`src/rtl/poly_clip_stream_if.sv`:
```
// Vertex stream bundle: one vertex per beat, valid/ready handshake, last marks polygon end.
interface poly_clip_stream_if #(
  parameter int COORD_W = 16
);
  logic                      valid;
  logic                      ready;
  logic signed [COORD_W-1:0] x;
  logic signed [COORD_W-1:0] y;
  logic                      last;

  modport master (output valid, x, y, last, input ready);
  modport slave  (input valid, x, y, last, output ready);
endinterface

```
`src/rtl/poly_clip_stream.sv`:
```
// Streaming Sutherland-Hodgman clipper against one screen edge.
// Vertices enter on i_vtx; the clipped polygon leaves on o_vtx through a one-entry
// hold register so that last is always flagged on the true final vertex.
module poly_clip_stream #(
  parameter int COORD_W   = 16,
  parameter int CLIP_SIDE = 0,
  parameter int CNT_W     = 8
) (
  input  logic                      clk,
  input  logic                      rst,
  input  logic signed [COORD_W-1:0] i_clip_bound,
  poly_clip_stream_if.slave         i_vtx,
  poly_clip_stream_if.master        o_vtx,
  output logic                      o_out_empty,
  output logic [CNT_W-1:0]          o_out_count,
  output logic                      o_busy
);

  localparam int AW  = COORD_W + 1;
  localparam int PW  = 2 * COORD_W + 2;
  localparam int QW  = COORD_W + 1;
  localparam int DCW = $clog2(COORD_W + 2);
  localparam bit AXIS_Y  = (CLIP_SIDE <= 1);
  localparam bit KEEP_LE = (CLIP_SIDE == 0) || (CLIP_SIDE == 3);
  localparam logic [DCW-1:0] DIV_LAST = DCW'(COORD_W + 1);
  localparam logic signed [COORD_W+1:0] MAXV = {3'b000, {(COORD_W-1){1'b1}}};
  localparam logic signed [COORD_W+1:0] MINV = {3'b111, {(COORD_W-1){1'b0}}};

  typedef enum logic [2:0] {S_IDLE, S_WAIT_V, S_DIV, S_EMIT, S_CLOSE, S_FLUSH} state_t;

  state_t                    r_state;
  logic signed [COORD_W-1:0] r_first_x, r_first_y, r_prev_x, r_prev_y, r_cur_x, r_cur_y;
  logic signed [COORD_W-1:0] r_bound;
  logic                      r_cur_last, r_closing, r_emit_i, r_emit_cur;
  logic [DCW-1:0]            r_div_cnt;
  logic [PW-1:0]             r_rem, r_dsh;
  logic [QW-1:0]             r_quo;
  logic                      r_qneg;
  logic                      r_hold_valid;
  logic signed [COORD_W-1:0] r_hold_x, r_hold_y;
  logic                      r_out_valid, r_out_last;
  logic signed [COORD_W-1:0] r_out_x, r_out_y;
  logic                      r_empty, r_busy;
  logic [CNT_W-1:0]          r_cnt, r_count;

  function automatic logic f_inside(input logic signed [COORD_W-1:0] x,
                                    input logic signed [COORD_W-1:0] y,
                                    input logic signed [COORD_W-1:0] b);
    logic signed [COORD_W-1:0] a;
    a = AXIS_Y ? y : x;
    return KEEP_LE ? (a <= b) : (a >= b);
  endfunction

  function automatic logic signed [AW-1:0] f_sx(input logic signed [COORD_W-1:0] v);
    return {v[COORD_W-1], v};
  endfunction

  logic                      w_out_free, w_can_push, w_in_acc;
  logic                      w_pin, w_cin_in, w_cin_first;
  logic signed [COORD_W-1:0] w_p0a, w_p0o, w_p1a, w_p1o;
  logic signed [AW-1:0]      w_da, w_do, w_den;
  logic signed [PW-1:0]      w_num;
  logic [PW-1:0]             w_num_mag;
  logic [AW-1:0]             w_den_mag;
  logic                      w_ge;
  logic signed [COORD_W+1:0] w_qmag, w_q_s, w_sum;
  logic signed [COORD_W-1:0] w_io, w_ix, w_iy, w_push_x, w_push_y;
  logic                      w_push_pend, w_emit_done;
  state_t                    w_fin_state;

  assign w_out_free  = !r_out_valid || o_vtx.ready;
  assign w_can_push  = !r_hold_valid || w_out_free;
  assign i_vtx.ready = !rst && ((r_state == S_IDLE) || (r_state == S_WAIT_V)) && w_out_free;
  assign w_in_acc    = i_vtx.valid && i_vtx.ready;

  assign w_pin       = f_inside(r_prev_x, r_prev_y, r_bound);
  assign w_cin_in    = f_inside(i_vtx.x, i_vtx.y, r_bound);
  assign w_cin_first = f_inside(r_first_x, r_first_y, r_bound);

  // Edge p0=prev -> p1=cur, split into clip axis (a) and other axis (o).
  assign w_p0a = AXIS_Y ? r_prev_y : r_prev_x;
  assign w_p0o = AXIS_Y ? r_prev_x : r_prev_y;
  assign w_p1a = AXIS_Y ? r_cur_y  : r_cur_x;
  assign w_p1o = AXIS_Y ? r_cur_x  : r_cur_y;
  assign w_da  = f_sx(r_bound) - f_sx(w_p0a);
  assign w_do  = f_sx(w_p1o) - f_sx(w_p0o);
  assign w_den = f_sx(w_p1a) - f_sx(w_p0a);
  assign w_num = PW'(w_da) * PW'(w_do);
  assign w_num_mag = w_num[PW-1] ? -w_num : w_num;
  assign w_den_mag = w_den[AW-1] ? -w_den : w_den;
  assign w_ge      = (r_rem >= r_dsh);

  // Magnitude quotient is re-signed here so truncation is toward zero.
  assign w_qmag = {1'b0, r_quo};
  assign w_q_s  = r_qneg ? -w_qmag : w_qmag;
  assign w_sum  = {{2{w_p0o[COORD_W-1]}}, w_p0o} + w_q_s;
  assign w_io   = (w_sum > MAXV) ? MAXV[COORD_W-1:0] :
                  (w_sum < MINV) ? MINV[COORD_W-1:0] : w_sum[COORD_W-1:0];
  assign w_ix   = AXIS_Y ? w_io : r_bound;
  assign w_iy   = AXIS_Y ? r_bound : w_io;

  assign w_push_pend = r_emit_i || r_emit_cur;
  assign w_push_x    = r_emit_i ? w_ix : r_cur_x;
  assign w_push_y    = r_emit_i ? w_iy : r_cur_y;
  assign w_emit_done = !w_push_pend || (w_can_push && !(r_emit_i && r_emit_cur));
  assign w_fin_state = r_closing ? S_FLUSH : (r_cur_last ? S_CLOSE : S_WAIT_V);

  // Clipper FSM, divider and output hold/emit registers.
  always_ff @(posedge clk) begin
    if (rst) begin
      r_state      <= S_IDLE;
      r_first_x    <= '0; r_first_y <= '0;
      r_prev_x     <= '0; r_prev_y  <= '0;
      r_cur_x      <= '0; r_cur_y   <= '0;
      r_bound      <= '0;
      r_cur_last   <= 1'b0;
      r_closing    <= 1'b0;
      r_emit_i     <= 1'b0;
      r_emit_cur   <= 1'b0;
      r_div_cnt    <= '0;
      r_rem        <= '0;
      r_dsh        <= '0;
      r_quo        <= '0;
      r_qneg       <= 1'b0;
      r_hold_valid <= 1'b0;
      r_hold_x     <= '0; r_hold_y <= '0;
      r_out_valid  <= 1'b0;
      r_out_last   <= 1'b0;
      r_out_x      <= '0; r_out_y  <= '0;
      r_empty      <= 1'b0;
      r_busy       <= 1'b0;
      r_cnt        <= '0;
      r_count      <= '0;
    end else begin
      r_empty <= 1'b0;
      if (r_out_valid && o_vtx.ready) r_out_valid <= 1'b0;
      case (r_state)
        S_IDLE: begin
          if (w_in_acc) begin
            r_first_x <= i_vtx.x; r_first_y <= i_vtx.y;
            r_prev_x  <= i_vtx.x; r_prev_y  <= i_vtx.y;
            r_bound   <= i_clip_bound;
            r_cnt     <= '0;
            r_closing <= 1'b0;
            r_busy    <= 1'b1;
            r_state   <= i_vtx.last ? S_CLOSE : S_WAIT_V;
          end
        end
        S_WAIT_V: begin
          if (w_in_acc) begin
            r_cur_x    <= i_vtx.x; r_cur_y <= i_vtx.y;
            r_cur_last <= i_vtx.last;
            r_emit_i   <= w_pin ^ w_cin_in;
            r_emit_cur <= w_cin_in;
            r_div_cnt  <= '0;
            r_state    <= (w_pin ^ w_cin_in) ? S_DIV : S_EMIT;
          end
        end
        S_CLOSE: begin
          // The closing edge reuses the normal edge path with cur = first.
          r_cur_x    <= r_first_x; r_cur_y <= r_first_y;
          r_cur_last <= 1'b0;
          r_closing  <= 1'b1;
          r_emit_i   <= w_pin ^ w_cin_first;
          r_emit_cur <= w_cin_first;
          r_div_cnt  <= '0;
          r_state    <= (w_pin ^ w_cin_first) ? S_DIV : S_EMIT;
        end
        S_DIV: begin
          if (r_div_cnt == '0) begin
            r_rem  <= w_num_mag;
            r_dsh  <= {{(PW-AW){1'b0}}, w_den_mag} << COORD_W;
            r_quo  <= '0;
            r_qneg <= w_num[PW-1] ^ w_den[AW-1];
          end else begin
            r_rem <= w_ge ? (r_rem - r_dsh) : r_rem;
            r_quo <= {r_quo[QW-2:0], w_ge};
            r_dsh <= r_dsh >> 1;
          end
          r_div_cnt <= r_div_cnt + 1'b1;
          if (r_div_cnt == DIV_LAST) r_state <= S_EMIT;
        end
        S_EMIT: begin
          if (w_push_pend && w_can_push) begin
            if (r_hold_valid) begin
              r_out_valid <= 1'b1;
              r_out_last  <= 1'b0;
              r_out_x     <= r_hold_x;
              r_out_y     <= r_hold_y;
            end
            r_hold_valid <= 1'b1;
            r_hold_x     <= w_push_x;
            r_hold_y     <= w_push_y;
            r_cnt        <= r_cnt + 1'b1;
            if (r_emit_i) r_emit_i <= 1'b0;
            else          r_emit_cur <= 1'b0;
          end
          if (w_emit_done) begin
            r_prev_x <= r_cur_x; r_prev_y <= r_cur_y;
            r_state  <= w_fin_state;
          end
        end
        S_FLUSH: begin
          if (!r_hold_valid) begin
            r_empty <= 1'b1;
            r_count <= r_cnt;
            r_busy  <= 1'b0;
            r_state <= S_IDLE;
          end else if (w_out_free) begin
            r_out_valid  <= 1'b1;
            r_out_last   <= 1'b1;
            r_out_x      <= r_hold_x;
            r_out_y      <= r_hold_y;
            r_hold_valid <= 1'b0;
            r_count      <= r_cnt;
            r_busy       <= 1'b0;
            r_state      <= S_IDLE;
          end
        end
        default: r_state <= S_IDLE;
      endcase
    end
  end

  assign o_vtx.valid = r_out_valid;
  assign o_vtx.x     = r_out_x;
  assign o_vtx.y     = r_out_y;
  assign o_vtx.last  = r_out_last;
  assign o_out_empty = r_empty;
  assign o_out_count = r_count;
  assign o_busy      = r_busy;

endmodule

```
`src/flat_wrapper.sv`:
```
// flat-port wrapper written by rule: the top's interface ports become plain ports
module poly_clip_stream_flat 
#(
  parameter int COORD_W   = 16,
  parameter int CLIP_SIDE = 0,
  parameter int CNT_W     = 8
)
  (clk, rst, i_clip_bound, o_out_empty, o_out_count, o_busy, i_vtx_valid, i_vtx_x, i_vtx_y, i_vtx_last, i_vtx_ready, o_vtx_valid, o_vtx_x, o_vtx_y, o_vtx_last, o_vtx_ready);
  poly_clip_stream_if #(.COORD_W(COORD_W)) i_vtx_i ();
  poly_clip_stream_if #(.COORD_W(COORD_W)) o_vtx_i ();
  input  logic clk;
  input  logic rst;
  input  logic signed [COORD_W-1:0] i_clip_bound;
  output logic o_out_empty;
  output logic [CNT_W-1:0] o_out_count;
  output logic o_busy;
  input wire logic [$bits(i_vtx_i.valid)-1:0] i_vtx_valid;
  input wire logic [$bits(i_vtx_i.x)-1:0] i_vtx_x;
  input wire logic [$bits(i_vtx_i.y)-1:0] i_vtx_y;
  input wire logic [$bits(i_vtx_i.last)-1:0] i_vtx_last;
  output wire logic [$bits(i_vtx_i.ready)-1:0] i_vtx_ready;
  output wire logic [$bits(o_vtx_i.valid)-1:0] o_vtx_valid;
  output wire logic [$bits(o_vtx_i.x)-1:0] o_vtx_x;
  output wire logic [$bits(o_vtx_i.y)-1:0] o_vtx_y;
  output wire logic [$bits(o_vtx_i.last)-1:0] o_vtx_last;
  input wire logic [$bits(o_vtx_i.ready)-1:0] o_vtx_ready;
  assign i_vtx_i.valid = i_vtx_valid;
  assign i_vtx_i.x = i_vtx_x;
  assign i_vtx_i.y = i_vtx_y;
  assign i_vtx_i.last = i_vtx_last;
  assign i_vtx_ready = i_vtx_i.ready;
  assign o_vtx_valid = o_vtx_i.valid;
  assign o_vtx_x = o_vtx_i.x;
  assign o_vtx_y = o_vtx_i.y;
  assign o_vtx_last = o_vtx_i.last;
  assign o_vtx_i.ready = o_vtx_ready;
  poly_clip_stream #(.COORD_W(COORD_W), .CLIP_SIDE(CLIP_SIDE), .CNT_W(CNT_W)) u_core (.clk(clk), .rst(rst), .i_clip_bound(i_clip_bound), .i_vtx(i_vtx_i), .o_vtx(o_vtx_i), .o_out_empty(o_out_empty), .o_out_count(o_out_count), .o_busy(o_busy));
endmodule
```
`config.mk`:
```
export PLATFORM = sky130hd
export DESIGN_NAME = poly_clip_stream_flat
export DESIGN_NICKNAME = d
export VERILOG_FILES = /design/src/rtl/poly_clip_stream_if.sv /design/src/rtl/poly_clip_stream.sv /design/src/flat_wrapper.sv
export SDC_FILE = /design/constraint.sdc
export NUM_CORES = 2
export LEC_CHECK = 0
export CAP_MARGIN = 20
export CORE_MARGIN = 2
export CORE_UTILIZATION = 25
export CTS_BUF_LIST = sky130_fd_sc_hd__clkbuf_16
export DETAILED_ROUTE_END_ITERATION = 16
export GPL_ROUTABILITY_DRIVEN = 0
export PLACE_DENSITY = 0.38
export SYNTH_ARGS = -nofsm -noshare
export SYNTH_HDL_FRONTEND = slang
export SYNTH_SLANG_ARGS = --single-unit
export TNS_END_PERCENT = 30
```
`constraint.sdc`:
```
create_clock -name clk -period 12.4 [get_ports clk]
set_clock_uncertainty 0.2 [all_clocks]
set_input_delay 1.86 -clock clk [delete_from_list [all_inputs] [get_ports clk]]
set_output_delay 1.86 -clock clk [all_outputs]
set_load 0.01 [all_outputs]
```
==> impl_metrics.json <==
{
  "synthAdderAreaFrac_pct": 28.8,
  "worstPathRequired_ns": 12.73,
  "grt-ovfl-total": 0,
  "hold_path_class": "reg2reg",
  "drc": 0,
  "synth.cell_area_um2": 30600,
  "synth_edf_count": 0,
  "cts-resized-gates": 0,
  "yosysMostFrequentCell": "nand2_1",
  "setup-violations-final": 0,
  "hold_end": "u_core.o_vtx.x[4]",
  "r2r_cells": 34,
  "postSynthCellCount": 3805,
  "post_drt_wl_per_cell_um": 20.6,
  "crit_path_start_kind": "flip-flop",
  "cts-root-buf": "clkbuf_16",
  "post-place-ws_ns": 1.34,
  "yosysTopAreaCell": "fa_1",
  "status": "finished, final reports clean",
  "critPathKind": "reg2reg",
  "first_pass_iters": 5,
  "diodes": 0,
  "critPathSlowestCell": "or4_1",
  "synth_xor_area_share_pct": 4.41,
  "numPortBuffers": 97,
  "cts_sinks": 294,
  "area_delta_synth_final_pct": 13.4,
  "yosys-mux-area-fraction_pct": 0.994,
  "fin_crit_sh_pct": 89.3,
  "die_w_um": 354,
  "synth_top_area_share_pct": 19.7,
  "grt_pass1_wl_mm": 172,
  "avgViaCountPerCell": 4.82,
  "drive_gt1_share_pct": 5.35,
  "reg2reg_from": "u_core.r_bound[0]",
  "ys.flop_type": "dfxtp_1",
  "fmax_mhz": 90.3,
  "finalHoldViolations": 0,
  "worst_pin_slew_ns": 1.17,
  "grt_pass1_vias": 27100,
  "drv_slew": 0,
  "fin_crit_ns": 11.07,
  "htreeDepth": 2,
  "ctsHoldBuffers": 0,
  "core_area_um2": 122000,
  "routed_wl_mm": 113,
  "synth.area.top_cells": "fa_1, dfxtp_1, ha_1, nand2_1, inv_1",
  "hp-start": "u_core.r_hold_x[4]",
  "synth_top_family_by_area": "adder cells",
  "numCtsBuffers": 40,
  "track_usage_pct": 17.8,
  "dpl.hpwl_mm": 88.2,
  "whs_path_depth": 2,
  "crit_top_cell": "fa_1",
  "clkLatencyLatePin_ns": 0.62,
  "synth_warnings": 0,
  "clock_path_buffers": 3,
  "arrival_ns": 11.40,
  "r2r_setup_slack_ns": 1.33,
  "tritoncts": "done",
  "initial_utilization_pct": 25.2,
  "yosys_register_bits": 294,
  "io-pin-count": 98,
  "antenna_found_initial": 0,
  "synth-simple-area-share_pct": 19.8,
  "fp.dieArea_um2": 125000,
  "cp_max_fo": 14,
  "synth_cell_type_count": 104,
  "synth_seq_area_share_pct": 19.2,
  "ant_nets": 0,
  "synth.cells.most_frequent": "nand2_1, inv_1, nor2_1",
  "stdcell_area_um2": 34700,
  "fp-row-count": 128,
  "die_h_um": 354,
  "setup_ws_ns": 1.33,
  "async_flop_share_pct": 0,
  "grt_max_degree": 85,
  "relSlewSlack_pct": 21.6,
  "vias": 26400,
  "placed_area_um2": 33400,
  "drt_iter0_drc": 1678,
  "synth-compound-area-share_pct": 18.6,
  "finalSetupTns_ns": 0,
  "synth_fp_nets": 4381,
  "final_nets": 4395,
  "cp-end-kind": "flip-flop",
  "syn_area_per_cell_um2": 8.04,
  "cpPeakStageDelay_ns": 0.72,
  "max_cap_violations": 0,
  "r2r-end": "u_core.r_rem[26]",
  "rsz0062_at_grt": "false",
  "post_cts_buffers": 0,
  "clk_pin_slew_worst_paths_ns": 0.06
}
## critical path, delay by kind of cell, from the launching register on
family	cells	cell delay, ns
buffers and inverters	5	0.31
AOI/OAI and AO/OA	16	3.86
adders and majority gates	9	4.19
DFF	1	0.36
and+or+nand+nor	4	2.02
## state kept, by name, summed over array words and instances, names as in the netlist, 3 cells and up
register and flops:
u_core.r_prev_x 16, u_core.r_prev_y 16, u_core.r_first_x 16, u_core.r_div_cnt 5, u_core.r_cur_x 16, u_core.r_cnt 8, u_core.r_first_y 16, u_core.r_hold_x 16
u_core.r_quo 17, u_core.r_bound 16, u_core.r_state 3, u_core.r_dsh 33, u_core.o_vtx.y 16, u_core.o_vtx.x 16, u_core.r_cur_y 16, u_core.r_hold_y 16
u_core.r_rem 34, u_core.o_out_count 8
## stage by stage
stage,util (%),hold slack (ns),std cells
final,28.5,0.247,5474
after global routing,28.5,0.266,5474
after CTS,28.5,0.246,5472
after detailed placement,27.5,0.247,5400
after global placement,27.5,0.244,5399
after floorplan,-,0.232,3805
## layout make-up
class                      count  area, µm²
multi-input combinational   2866      22300
sequential                   294       5890
timing repair buffer         164       1480
clock buffer                  40       1000
tap                         1625       2030
fill                       13300      86900
clock inverter                32        241
inverter                     453       1700
## cell families after synthesis
| family | after synthesis |
|---|---|
| and+or+nand+nor | 1346 |
| AOI/OAI and AO/OA | 812 |
| buffers and inverters | 645 |
| adders and majority gates | 524 |
| DFF | 294 |
| xor gates and xnor gates | 154 |
| muxes | 30 |
## metal layers
layer / track usage [%] / part of all wire (%) / wire length (µm)
met2: 30.0 / 47 / 52900
met5: 0 / 0 / 0
met1: 24.6 / 48 / 54400
met3: 1.48 / 2.6 / 2960
met4: 3.87 / 2.0 / 2280
## cell usage in the layout, fill, tap and decap left out, types with 71 or more instances in the layout
cell type	Yosys	layout
nand2_1	578	577
dfxtp_1	294	293
clkdlybuf4s50_1	0	96
ha_1	222	222
fa_1	301	301
inv_1	452	463
nor2_1	374	371
nor3_1	98	95
a21oi_1	220	219
a311oi_1	71	71
o21ai_0	98	98
xnor2_1	96	91
## how the worst max path moves through the flow
stage                            end               from  cells past startpoint  slack [ns]
floorplan           u_core.r_rem[25]  u_core.r_bound[0]                     40        2.91
global placement    u_core.r_rem[26]  u_core.r_bound[0]                     34        1.43
detailed placement   u_core.r_rem[1]  u_core.r_bound[0]                     34        1.34
CTS                 u_core.r_rem[26]  u_core.r_bound[0]                     34        1.26
global route        u_core.r_rem[33]  u_core.r_bound[0]                     34        0.57
finish              u_core.r_rem[26]  u_core.r_bound[0]                     34        1.33
Power is left out: the tool's default activity adds up to more than one toggle a clock period on the data nets, which glitch-free logic cannot reach.
